--- src/rtl/div_operand_feeder.sv ---
// Buffers host operand pairs in a FIFO and issues them one at a time to the 10/3 divider,
// returning each 20-bit result (or a timeout error marker) to the host with a sequence tag.
module div_operand_feeder #(
  parameter int DEPTH   = 4,
  parameter int TAG_W   = 4,
  parameter int TIMEOUT = 64
) (
  input  logic             i_clk,
  input  logic             i_rst,
  input  logic             i_src_valid,
  input  logic [9:0]       i_src_data_1,
  input  logic [2:0]       i_src_data_2,
  output logic             o_src_ready,
  output logic             o_dv_in_valid,
  output logic [9:0]       o_dv_in_data_1,
  output logic [2:0]       o_dv_in_data_2,
  input  logic             i_dv_out_valid,
  input  logic [19:0]      i_dv_out_data,
  output logic             o_res_valid,
  output logic [19:0]      o_res_data,
  output logic [TAG_W-1:0] o_res_tag,
  output logic             o_res_err,
  input  logic             i_res_ready,
  output logic             o_busy
);
  localparam int PW = (DEPTH > 1) ? $clog2(DEPTH) : 1;
  localparam int CW = PW + 1;
  localparam int TW = $clog2(TIMEOUT + 1);
  localparam logic [CW-1:0] DEPTH_C  = CW'(DEPTH);
  localparam logic [TW-1:0] TMO_LAST = TW'(TIMEOUT - 1);

  typedef enum logic [1:0] {S_IDLE, S_ISSUE, S_WAIT_RES, S_WAIT_IDLE} state_t;
  state_t r_state;
  state_t w_state_nxt;

  logic [12:0]      r_mem [DEPTH];
  logic [PW-1:0]    r_wr_ptr;
  logic [PW-1:0]    r_rd_ptr;
  logic [CW-1:0]    r_count;
  logic [TW-1:0]    r_timer;
  logic [TAG_W-1:0] r_tag;
  logic [9:0]       r_op1;
  logic [2:0]       r_op2;
  logic             r_res_valid;
  logic [19:0]      r_res_data;
  logic [TAG_W-1:0] r_res_tag;
  logic             r_res_err;

  logic w_push;
  logic w_pop;
  logic w_got;
  logic w_tmo;

  assign o_src_ready = !i_rst && (r_count < DEPTH_C);
  assign w_push      = i_src_valid && o_src_ready;
  // A pending result blocks the next issue, keeping a single operation in flight.
  assign w_pop       = (r_state == S_IDLE) && (r_count != '0) && !r_res_valid;
  assign w_got       = (r_state == S_WAIT_RES) && i_dv_out_valid;
  assign w_tmo       = (r_state == S_WAIT_RES) && !i_dv_out_valid && (r_timer == TMO_LAST);

  always_ff @(posedge i_clk) begin
    if (i_rst) r_state <= S_IDLE;
    else       r_state <= w_state_nxt;
  end

  always_comb begin
    w_state_nxt = r_state;
    case (r_state)
      S_IDLE:      if (w_pop) w_state_nxt = S_ISSUE;
      S_ISSUE:     w_state_nxt = S_WAIT_RES;
      S_WAIT_RES: begin
        if (i_dv_out_valid)             w_state_nxt = S_WAIT_IDLE;
        else if (r_timer == TMO_LAST)   w_state_nxt = S_IDLE;
      end
      // The divider holds out_valid for several cycles; wait it out so it is not recaptured.
      S_WAIT_IDLE: if (!i_dv_out_valid) w_state_nxt = S_IDLE;
      default:     w_state_nxt = S_IDLE;
    endcase
  end

  always_ff @(posedge i_clk) begin
    if (w_push) r_mem[r_wr_ptr] <= {i_src_data_1, i_src_data_2};
  end

  always_ff @(posedge i_clk) begin
    if (i_rst) begin
      r_wr_ptr    <= '0;
      r_rd_ptr    <= '0;
      r_count     <= '0;
      r_timer     <= '0;
      r_tag       <= '0;
      r_op1       <= '0;
      r_op2       <= '0;
      r_res_valid <= 1'b0;
      r_res_data  <= '0;
      r_res_tag   <= '0;
      r_res_err   <= 1'b0;
    end else begin
      if (w_push) r_wr_ptr <= r_wr_ptr + 1'b1;
      if (w_pop)  r_rd_ptr <= r_rd_ptr + 1'b1;
      case ({w_push, w_pop})
        2'b10:   r_count <= r_count + 1'b1;
        2'b01:   r_count <= r_count - 1'b1;
        default: r_count <= r_count;
      endcase

      if (w_pop) {r_op1, r_op2} <= r_mem[r_rd_ptr];

      if (r_state == S_ISSUE)         r_timer <= '0;
      else if (r_state == S_WAIT_RES) r_timer <= r_timer + 1'b1;

      if (w_got || w_tmo) begin
        r_res_valid <= 1'b1;
        r_res_data  <= w_got ? i_dv_out_data : 20'hFFFFF;
        r_res_tag   <= r_tag;
        r_res_err   <= w_tmo;
        r_tag       <= r_tag + 1'b1;
      end else if (r_res_valid && i_res_ready) begin
        r_res_valid <= 1'b0;
      end
    end
  end

  assign o_dv_in_valid  = !i_rst && (r_state == S_ISSUE);
  assign o_dv_in_data_1 = i_rst ? '0 : r_op1;
  assign o_dv_in_data_2 = i_rst ? '0 : r_op2;
  assign o_res_valid    = !i_rst && r_res_valid;
  assign o_res_data     = i_rst ? '0 : r_res_data;
  assign o_res_tag      = i_rst ? '0 : r_res_tag;
  assign o_res_err      = !i_rst && r_res_err;
  assign o_busy         = !i_rst && ((r_state != S_IDLE) || (r_count != '0));

endmodule

--- config.mk ---
export PLATFORM = sky130hd
export DESIGN_NAME = div_operand_feeder
export DESIGN_NICKNAME = d
export VERILOG_FILES = /design/src/rtl/div_operand_feeder.sv
export SDC_FILE = /design/constraint.sdc
export NUM_CORES = 1
export LEC_CHECK = 0
export CAP_MARGIN = 40
export CORE_UTILIZATION = 53
export DETAILED_ROUTE_END_ITERATION = 16
export GPL_ROUTABILITY_DRIVEN = 0
export GPL_TIMING_DRIVEN = 0
export PLACE_DENSITY = 0.8
export SETUP_SLACK_MARGIN = 0.02
export SLEW_MARGIN = 30
export SYNTH_ARGS = -nofsm -noshare
export SYNTH_HDL_FRONTEND = slang
export SYNTH_SLANG_ARGS = --single-unit
--- constraint.sdc ---
create_clock -name i_clk -period 3.5 [get_ports i_clk]
set_clock_uncertainty 0.15 [all_clocks]
set_input_delay 0.7 -clock i_clk [delete_from_list [all_inputs] [get_ports i_clk]]
set_output_delay 0.7 -clock i_clk [all_outputs]
set_load 0.03 [all_outputs]
# [Word-level counts from Yosys, hierarchy flattened]
# Memories as Yosys holds them, arrays and structs flattened. A register that Yosys moved wholly into a read port is not among the register bits.
# Index checks and enable logic that the tools add are counted.
[totals] mem_bits_rw=52 mem_bits_ro=0 regBits=46 elab_cells=66 latch_bits=0 mem_count=1
[mem_list] name="r_mem" words=4 word_bits=13 rd=1 rd_clocked_by_memory_dff=1 write_ports=1 line_no="36" source="logic [12:0] r_mem [DEPTH];"
[classes] shift=0 order_cmp=1 bitwise_logic=0 div_mod_pow=0 eq_ne=9 n_reduce_logical=24 n_addsub=6 multipliers=0 n_mux=15
[ops] operator="two-way mux 20 bit" count=2
[ops] operator="logical AND 1 bit" count=12
[ops] operator="two-way mux 10 bit" count=1
[ops] operator="two-way mux 2 bit" count=4
[ops] operator="one-hot mux 2 bit (4 select lines)" count=1
[ops] operator="adder 7 x 1 -> 7 bit (second input constant)" count=1
[ops] operator="equality test 7 x 6 -> 1 bit (second input constant)" count=1
[ops] operator="equality test 2 bit (second input constant)" count=3
[ops] operator="one-hot mux 3 bit (2 select lines)" count=1
[ops] operator="nonzero test 2 bit" count=3
[ops] operator="adder 2 x 1 -> 2 bit (second input constant)" count=2
[ops] operator="adder 4 x 1 -> 4 bit (second input constant)" count=1
[ops] operator="equality test 2 x 1 -> 1 bit (second input constant)" count=2
[ops] operator="two-way mux 1 bit" count=4
[ops] operator="two-way mux 4 bit" count=1
[ops] operator="inequality test 2 bit (second input constant)" count=2
[ops] operator="adder 3 x 1 -> 3 bit (second input constant)" count=1
[ops] operator="zero test 1 bit" count=3
[ops] operator="less-than comparator 3 bit (second input constant)" count=1
[ops] operator="two-way mux 3 bit" count=1
[ops] operator="inequality test 3 x 2 -> 1 bit (second input constant)" count=1
[ops] operator="AND reduction 3 bit" count=1
[ops] operator="nonzero test 3 bit" count=1
[ops] operator="subtractor 3 x 1 -> 3 bit (second input constant)" count=1
[ops] operator="other kinds (3)" count=4

# [Logic depth before layout (Yosys ltp)]
# Gate-level depths: netlist of the first run.
[depth] word_depth=5 ltp_mapped=12 depth_no_buf=9

# [Worst setup path before layout of the first run]
# No wires, ideal clock.
[synth_path] path_kind="register -> register" start="reg r_state[1]" end="reg r_count[2]" stages_incl_launch_ff=13 t_arrival_ps=2437 required_time_ps=3280 synth_period_minus_slack_ps=2658 path_slack_ps=842 path_cell_list="dfxtp_1 > buf_6 > or3_4 > or2_1 > buf_6 > buf_6 > inv_1 > ha_1 > inv_1 > fa_1 > xor2_1 > or3_1 > a21oi_1"
[synth_between] elab_chain_cells=5 word_cells_on_any_way=7 classes_between="eq/ne: 2; mux: 1; reduce/logical: 4"
[synth_lines] element="start, declared" line_no="33" source="state_t r_state;"
[synth_lines] element="start signal, assigned" line_no="63" source="else r_state <= w_state_nxt;"
[synth_lines] element="zero test 2 bit *" line_no="57" source="assign w_pop = (r_state == S_IDLE) && (r_count != '0) && !r_res_valid;"
[synth_lines] element="logical AND 1 bit * (2 in a row)" line_no="57"
[synth_lines] element="net w_pop" line_no="50" source="logic w_pop;"
[synth_lines] element="equality test 2 x 1 -> 1 bit or equality test 2 bit (tied branches)" line_no="101" source="case ({w_push, w_pop})"
[synth_lines] element="one-hot mux 3 bit (2 select lines) or nonzero test 2 bit (tied branches)"
[synth_lines] element="end signal, assigned" line_no="102" source="2'b10: r_count <= r_count + 1'b1;"
[synth_lines] element="end signal, assigned" line_no="103" source="2'b01: r_count <= r_count - 1'b1;"
[synth_lines] element="end signal, assigned" line_no="104" source="default: r_count <= r_count;"
[synth_lines] element="end, declared" line_no="39" source="logic [CW-1:0] r_count;"
# Mark *: on every way through the listed nets, which the timed path passes. The rest lies on a longest branch.
# A chain may end at the register's enable or synchronous reset.

# [Final worst setup path of the first run]
[layout_path] start="in i_rst" end="out o_res_valid"
[layout_between] elab_chain_cells=2
[layout_lines] element="start, declared" line_no="9" source="input logic i_rst,"
[layout_lines] element="zero test 1 bit" line_no="127" source="assign o_res_valid = !i_rst && r_res_valid;"
[layout_lines] element="logical AND 1 bit" line_no="127"
[layout_lines] element="end, declared" line_no="19" source="output logic o_res_valid,"
# Every way passes these cells.

==> metrics.md, run 1 <==
| Metric | Value |
|---|---|
| Status | `completed` |
| Critical Path AT | `2.49 ns` |
| Avg Vias per Cell | `5.60` |
| Largest net degree at the start of global routing | `22` |
| Max Cap Violations | `0` |
| Async SR Flop Fraction | `0%` |
| Yosys warns | `0` |
| Inserted Clock Buffers | `9` |
| Crit end category | `output port` |
| Setup violators final | `0` |
| Post-synthesis adder-cell area fraction | `2.30%` |
| HPWL after DPL | `6.92 mm` |
| Clock buffer depth | `2` |
| Met3 GRT Util | `4.19%` |
| Number of synthesized flops with an enable pin | `52` |
| DR vias | `3292` |
| Largest incremental delay on the critical path | `0.62 ns` |
| Post-Layout Cell Count | `588` |
| Internal power | `2.43 mW` |
| XOR/XNOR share of the synthesized area | `0.750%` |
| First-pass GRT wire length | `15.0 mm` |
| FMAX | `0.299 GHz` |
| Leading area contributor after synthesis | `edfxtp_1` |
| Synth top area share | `33.4%` |
| Rel. slew slack | `45.2%` |
| Leakage | `2.07 nW` |
| Chip Height | `95.9 um` |
| Overall Global Routing Usage | `21.9%` |
| RR Endpoint | `r_count[2]` |
| Vias in the first global route | `3174` |
| Die width | `95.9 um` |
| Die Area | `0.00919 mm2` |
| Gr ovfl total | `0` |
| Sequential Power Share | `45.6%` |
| Reg2reg start | `r_state[1]` |
| Cell with the most instances after synthesis | `dfxtp_1` |
| NetSw | `1.16 mW` |
| Seq/Total Area, Yosys | `58.7%` |
| Post-Synth Simple-Gate Area | `16.3%` |
| Hold path startpoint | `r_res_err` |
| Hold Path Sink | `r_res_err` |
| Port bufs | `79` |
| PwrDens | `618 mW/mm2` |
| Met1 Track Usage GR | `26.1%` |
| Final Hold Viols | `0` |
| Fin crit share | `95.4%` |
| Initial antenna violation count | `0` |
| WHS Path Cells | `2` |
| CP max FO | `10` |
| Initial Util | `55.7%` |
| DRC viols | `0` |
| Syn Std Cell Area | `0.00467 mm2` |
| Fin Setup TNS | `0 ns` |
| Post-Route WL | `9.85 mm` |
| CP dominant cell by count | `clkdlybuf4s50_1` |
| Compound-Gate Fraction of Synth Area | `10.1%` |
| WL/cell | `16.7 um` |
| Ant diodes | `0` |
| Sw Share | `32.3%` |
| Reg2Reg Setup Slack | `0.63 ns` |
| R2R cell count | `12` |
| Placed insts | `572` |
| Clk slew on worst S/H paths | `0.10 ns` |
| # IOs | `80` |
| Slew Viols, Final | `0` |
| Non-Filler Cell Area, Final | `0.00582 mm2` |
| Syn_area_per_cell | `12.0 um2` |
| Post-synthesis register bit count | `111` |
| Actual slew at the worst max-slew pin | `0.815 ns` |
| Combinational fraction of design power | `31.9%` |
| Iter 0 DRT Violations | `220` |
| Final nets | `524` |
| Clk pwr share | `22.5%` |
| Worst-Skew Late Latency | `0.36 ns` |
| Post-synthesis cell type count | `49` |
| Cell Rows | `33` |
| Setup Buffers After CTS | `0` |
| Top Usage Layer GRT | `met2` |
| Share of cells above drive strength 1 | `10.4%` |
| Met2 GRT Util | `40.2%` |
| Post-layout util | `69.4%` |
| RSZ-0062 raised after global routing | `no` |
| Synth area leaders | `edfxtp_1, dfxtp_1, mux4_2` |
| Synth Instances | `388` |
| Critical path class | `in2out` |
| Final Power | `3.60 mW` |
| Largest family of logic cells by synthesized area | `simple AND/OR/NAND/NOR gates` |
| Minimum clock period | `3.34 ns` |
| Syn Nets | `434` |
| Placed Area | `0.00559 mm2` |
| CTS tree | `done` |
| Root buf cell | `clkbuf_8` |
| Clock Sink Count | `111` |
| Synth top cells by count | `dfxtp_1, edfxtp_1, nor2_1` |
| Mux contribution to synthesized area | `8.03%` |
| Hold Crit Class | `reg2reg` |
| Number of H-tree levels | `3` |
| 1st-pass router iterations | `4` |
| VDD IR max | `452 uV` |
| Core region area | `0.00838 mm2` |
| CP required | `2.65 ns` |
| ANT nets after route | `0` |
| Crit-path cells | `clkdlybuf4s50_1 > buf_2 > clkbuf_2 > nor2b_1 > clkdlybuf4s50_1` |
| CP max stage cell | `clkdlybuf4s50_1` |
| Area grow syn2layout | `24.5%` |
| Primary FF master, synth | `dfxtp_1` |
| CP startpoint kind | `input port` |
[through the flow]
stage | hold WS (ns) | setup WS (ns)
floorplan | 0.291 | 0.842
CTS | 0.335 | 0.145
global route | 0.358 | 0.0390
detailed placement | 0.319 | -0.554
global placement | 0.303 | -0.523
finish | 0.330 | 0.159
[final cells by class]
cell class	instances	area, um2
Buffer	24	130
Inverter	15	56.3
Fill cell	585	2560
Clock buffer	9	124
Clock inverter	7	100
Multi-Input combinational cell	238	1750
Sequential cell	111	2740
Timing Repair Buffer	79	781
Tap cell	105	131
[flip-flops by register name, summed over array words and instances (netlist names)]
signal and flops:
r_res_data 20, r_res_valid 1, r_res_tag 4, r_res_err 1, r_tag 4, r_wr_ptr 2, r_op1 10, r_count 3
r_state 2, r_rd_ptr 2, r_timer 7, r_op2 3, r_mem 52
[power groups by stage]
| stage | combinational [mW] | sequential [mW] | clock, mW |
|---|---|---|---|
| final | 1.15 | 1.64 | 0.809 |
| after global routing | 1.23 | 1.66 | 0.858 |
| after CTS | 1.15 | 1.64 | 0.824 |
| after detailed placement | 1.14 | 1.66 | 0 |
| after global placement | 1.10 | 1.65 | 0 |
| after floorplan | 0.807 | 1.64 | 0 |
[layer usage]
| metal | vias to the layer above | wire length, um | share of wire [%] |
|---|---|---|---|
| met5 | - | 0 | 0 |
| li1 | 1579 | - | - |
| met2 | 80 | 5190 | 53 |
| met1 | 1619 | 4190 | 43 |
| met3 | 14 | 329 | 3.3 |
| met4 | 0 | 137 | 1.4 |
[worst max path at each step]
stage	cells after the start	to	startpoint
2_1_floorplan	12	r_count[2]	r_state[1]
3_3_place_gp	6	o_res_data[18]	i_rst
3_5_place_dp	6	o_res_data[18]	i_rst
4_1_cts	5	o_res_valid	i_rst
5_1_grt	6	o_busy	i_rst
6_report	5	o_res_valid	i_rst
[worst max-delay path: cells and delay by family]
kind,cells,cell delay (ns)
buffers and inverters,4,1.71
AND/OR/NAND/NOR,1,0.08
[layout by cell type, fill, tap and decap left out, drive strengths merged, types with 5 or more instances in the layout]
| cell | instances |
|---|---|
| clkdlybuf4s50 | 71 |
| dfxtp | 59 |
| edfxtp | 52 |
| nor2 | 51 |
| nor2b | 37 |
| clkbuf | 22 |
| a211oi | 21 |
| inv | 17 |
| a21oi | 13 |
| mux4 | 13 |
| a22o | 13 |
| buf | 11 |
| nand2 | 8 |
| dlygate4sd2 | 8 |
| ha | 7 |
| nand3 | 6 |
| mux2i | 6 |
| o21ai | 6 |
| nand2b | 5 |
| or3 | 5 |
[cells by family after synthesis]
logic type      count (synthesis)
mux                            21
simple gates                  140
xor+xnor                        4
compound gates                 65
flops                         111
buf+inv                        39
fa+ha+maj                       8
[timing repair]
| action | CTS | global route |
|---|---|---|
| hold buffers | 0 | 0 |
| setup endpoints to repair | 28 | 0 |
| gates resized for setup | 15 | 0 |
Power figures use the tool's default switching activity.
==> inputs of run 2 (changes only) <==
CAP_MARGIN = not set   (was 40)
CORE_UTILIZATION = 48   (was 53)
PLACE_DENSITY = 0.76   (was 0.8)
clock period = 2.7 ns   (was 3.5 ns; I/O delays follow)
==> metrics.md, run 2 (synthesis gave the netlist of run 1 again) <==
| Metric | Value |
|---|---|
| Die width | `101 um (+5.0%)` |
| CP required | `2.87 ns (+0.22 ns)` |
| Critical Path AT | `2.78 ns (+0.29 ns)` |
| Core region area | `0.00933 mm2 (+11%)` |
| Commonest non-fill, non-tap cell in the layout | `dfxtp_1` |
| Initial Util | `50.1% (-5.7 points)` |
| RSZ-0062 raised after global routing | `yes` |
| Largest incremental delay on the critical path | `0.38 ns (-0.24 ns)` |
| Crit end category | `flop` |
| Internal power | `3.17 mW (+30%)` |
| DR vias | `3325 (+1.0%)` |
| Port bufs | `79 (unchanged)` |
| Sequential Power Share | `45.3% (-0.3 points)` |
| Largest net degree at the start of global routing | `21 (-4.5%)` |
| Die Area | `0.0101 mm2 (+10%)` |
| Share of cells above drive strength 1 | `13.7% (+3.3 points)` |
| Crit-path cells | `buf_6 > or3_4 > or2_1 > buf_6 > inv_1 > ha_2 > inv_1 > fa_2 > xor2_1 > or3_1 > a21oi_2` |
| Max reg flops | `52 (unchanged)` |
| Critical path class | `reg2reg` |
| Rel. slew slack | `50.7% (+5.5 points)` |
| Met2 GRT Util | `36.2% (-4.0 points)` |
| First-pass GRT wire length | `16.2 mm (+7.7%)` |
| Final Hold Viols | `0 (unchanged)` |
| Clk slew on worst S/H paths | `0.11 ns (about the same)` |
| Actual slew at the worst max-slew pin | `0.740 ns (-0.0755 ns)` |
| Hold-fix buffers at CTS | `0 (unchanged)` |
| Max Cap Violations | `0 (unchanged)` |
| Inserted Clock Buffers | `9 (unchanged)` |
| CP max stage cell | `or3_4` |
| FF/Latch Area | `0.00274 mm2 (about the same)` |
| Multi-input logic area | `0.00177 mm2 (+0.79%)` |
| Met3 GRT Util | `3.68% (-0.51 points)` |
| Chip Height | `101 um (+5.0%)` |
| Cell Rows | `35 (+6.1%)` |
| Avg Vias per Cell | `5.38 (-3.9%)` |
| Sw Share | `32.5% (+0.13 points)` |
| Fin crit share | `96.7%` |
| Clk pwr share | `22.5% (about the same)` |
| Overall Global Routing Usage | `20.8% (-1.2 points)` |
| # IOs | `80 (unchanged)` |
| Biggest regs | `r_mem x52, r_res_data x20, r_op1 x10` |
| Ant diodes | `0 (unchanged)` |
| Area grow syn2layout | `26.6%` |
| Minimum clock period | `2.61 ns` |
| WL/cell | `16.1 um (-3.8%)` |
| DRC viols | `0 (unchanged)` |
| Number of fillers in the final layout | `762 (+30%)` |
| Hold Crit Class | `reg2reg` |
| Clock buffer depth | `2 (unchanged)` |
| Slew Viols, Final | `0 (unchanged)` |
| Iter 0 DRT Violations | `119 (-46%)` |
| Placed Area | `0.00562 mm2 (+0.54%)` |
| NetSw | `1.52 mW (+31%)` |
| Post-Route WL | `9.96 mm (+1.1%)` |
| Setup violators final | `0 (unchanged)` |
| Fin worst setup slack | `0.0880 ns (-0.0715 ns)` |
| PwrDens | `793 mW/mm2 (+28%)` |
| Initial antenna violation count | `0 (unchanged)` |
| Final Power | `4.69 mW (+31%)` |
| CTS tree | `done` |
| 1st-pass router iterations | `4 (unchanged)` |
| CP max FO | `10 (unchanged)` |
| Largest Register | `r_mem` |
| Number of H-tree levels | `3 (unchanged)` |
| Worst-Skew Late Latency | `0.38 ns (+0.02 ns)` |
| Root buf cell | `clkbuf_8` |
| Gr ovfl total | `0 (unchanged)` |
| Leakage | `2.26 nW (+9.2%)` |
| Dpl ws | `-1.05 ns (-0.492 ns)` |
| Status | `completed` |
| HPWL after DPL | `6.86 mm (-0.90%)` |
| Top Usage Layer GRT | `met2` |
| FMAX | `0.383 GHz` |
| CP startpoint kind | `flop` |
| Non-Filler Cell Area, Final | `0.00592 mm2 (+1.7%)` |
| VDD IR max | `501 uV (+11%)` |
| Clock Sink Count | `111 (unchanged)` |
| Combinational fraction of design power | `32.3% (+0.4 points)` |
| Met1 Track Usage GR | `26.4% (+0.23 points)` |
| ANT nets after route | `0 (unchanged)` |
| Vias in the first global route | `3275 (+3.2%)` |
| Final nets | `530 (+1.1%)` |
| Commonest cells after routing, fill and taps aside | `dfxtp_1, edfxtp_1, nor2_1` |
==> run 2: changes by cell type in the layout (fill, tap and decap cells not counted), sizes merged <==
cell / before / now
clkinv: 4 / 2
buf: 11 / 18
dlymetal6s2s: 0 / 5
clkdlybuf4s15: 0 / 5
dlygate4sd2: 8 / 23
clkdlybuf4s50: 71 / 45
clkinvlp: 0 / 2
==> run 2: path summary, 6_finish.rpt <==
check,from,end,slack (ns),cells past startpoint
setup reg to reg,r_state[1],r_count[2],0.09,11
hold / removal,r_res_err,r_res_err,0.32,2
setup / recovery,r_state[1],r_count[2],0.09,11
hold reg to reg,r_res_err,r_res_err,0.32,2
==> run 2: cell type report <==
class / count / share of cell area, %
sequential: 111 / 46.4
multi-input combinational: 238 / 29.8
timing repair buffer: 86 / 14.0
tap: 129 / 2.73
buffer: 23 / 2.47
clock buffer: 9 / 2.09
clock inverter: 7 / 1.46
inverter: 15 / 1.02
==> run 2: worst max-delay path: cells and delay by family, from the launching register on <==
family                   cells  cell delay (ns)
XOR/XNOR                     1             0.15
AO/OA/AOI/OAI                1             0.12
flip-flops                   1             0.33
buffers and inverters        4             0.37
AND/OR/NAND/NOR              3             0.94
adder cells (fa/ha/maj)      2             0.50
==> run 2: timing repair <==
action                                  in CTS  in global routing
cloned                                       0                  0
pin swaps                                    3                  0
endpoints found under the setup margin      44                  7
gates resized for setup                     62                  7
setup buffers                                4                  3
==> run 2: stage by stage <==
| step | TNS, ns | std cells | util, % | hold slack, ns |
|---|---|---|---|---|
| floorplan | 0 | 388 | - | 0.291 |
| global placement | -41.54 | 596 | 60.3 | 0.303 |
| detailed placement | -43.69 | 596 | 60.3 | 0.305 |
| CTS | 0 | 615 | 63.0 | 0.323 |
| global route | -0.0120 | 618 | 63.4 | 0.357 |
| finish | 0 | 618 | 63.4 | 0.322 |
==> run 2: per-layer routing <==
layer	vias up	wire (um)
met4	0	129
li1	1598	-
met2	85	5010
met3	14	443
met1	1628	4370
met5	-	0
==> run 2: power groups by stage <==
stage	logic (mW)	clock network, mW	registers, mW
floorplan	1.05	0	2.12
global placement	1.44	0	2.14
detailed placement	1.48	0	2.16
CTS	1.48	1.08	2.13
global route	1.64	1.13	2.16
finish	1.51	1.06	2.12
==> inputs of run 3 (changes only) <==
GPL_ROUTABILITY_DRIVEN = not set   (was 0)
==> results of run 3 <==
Final layout, timing and power as in run 2 (identical DEF).
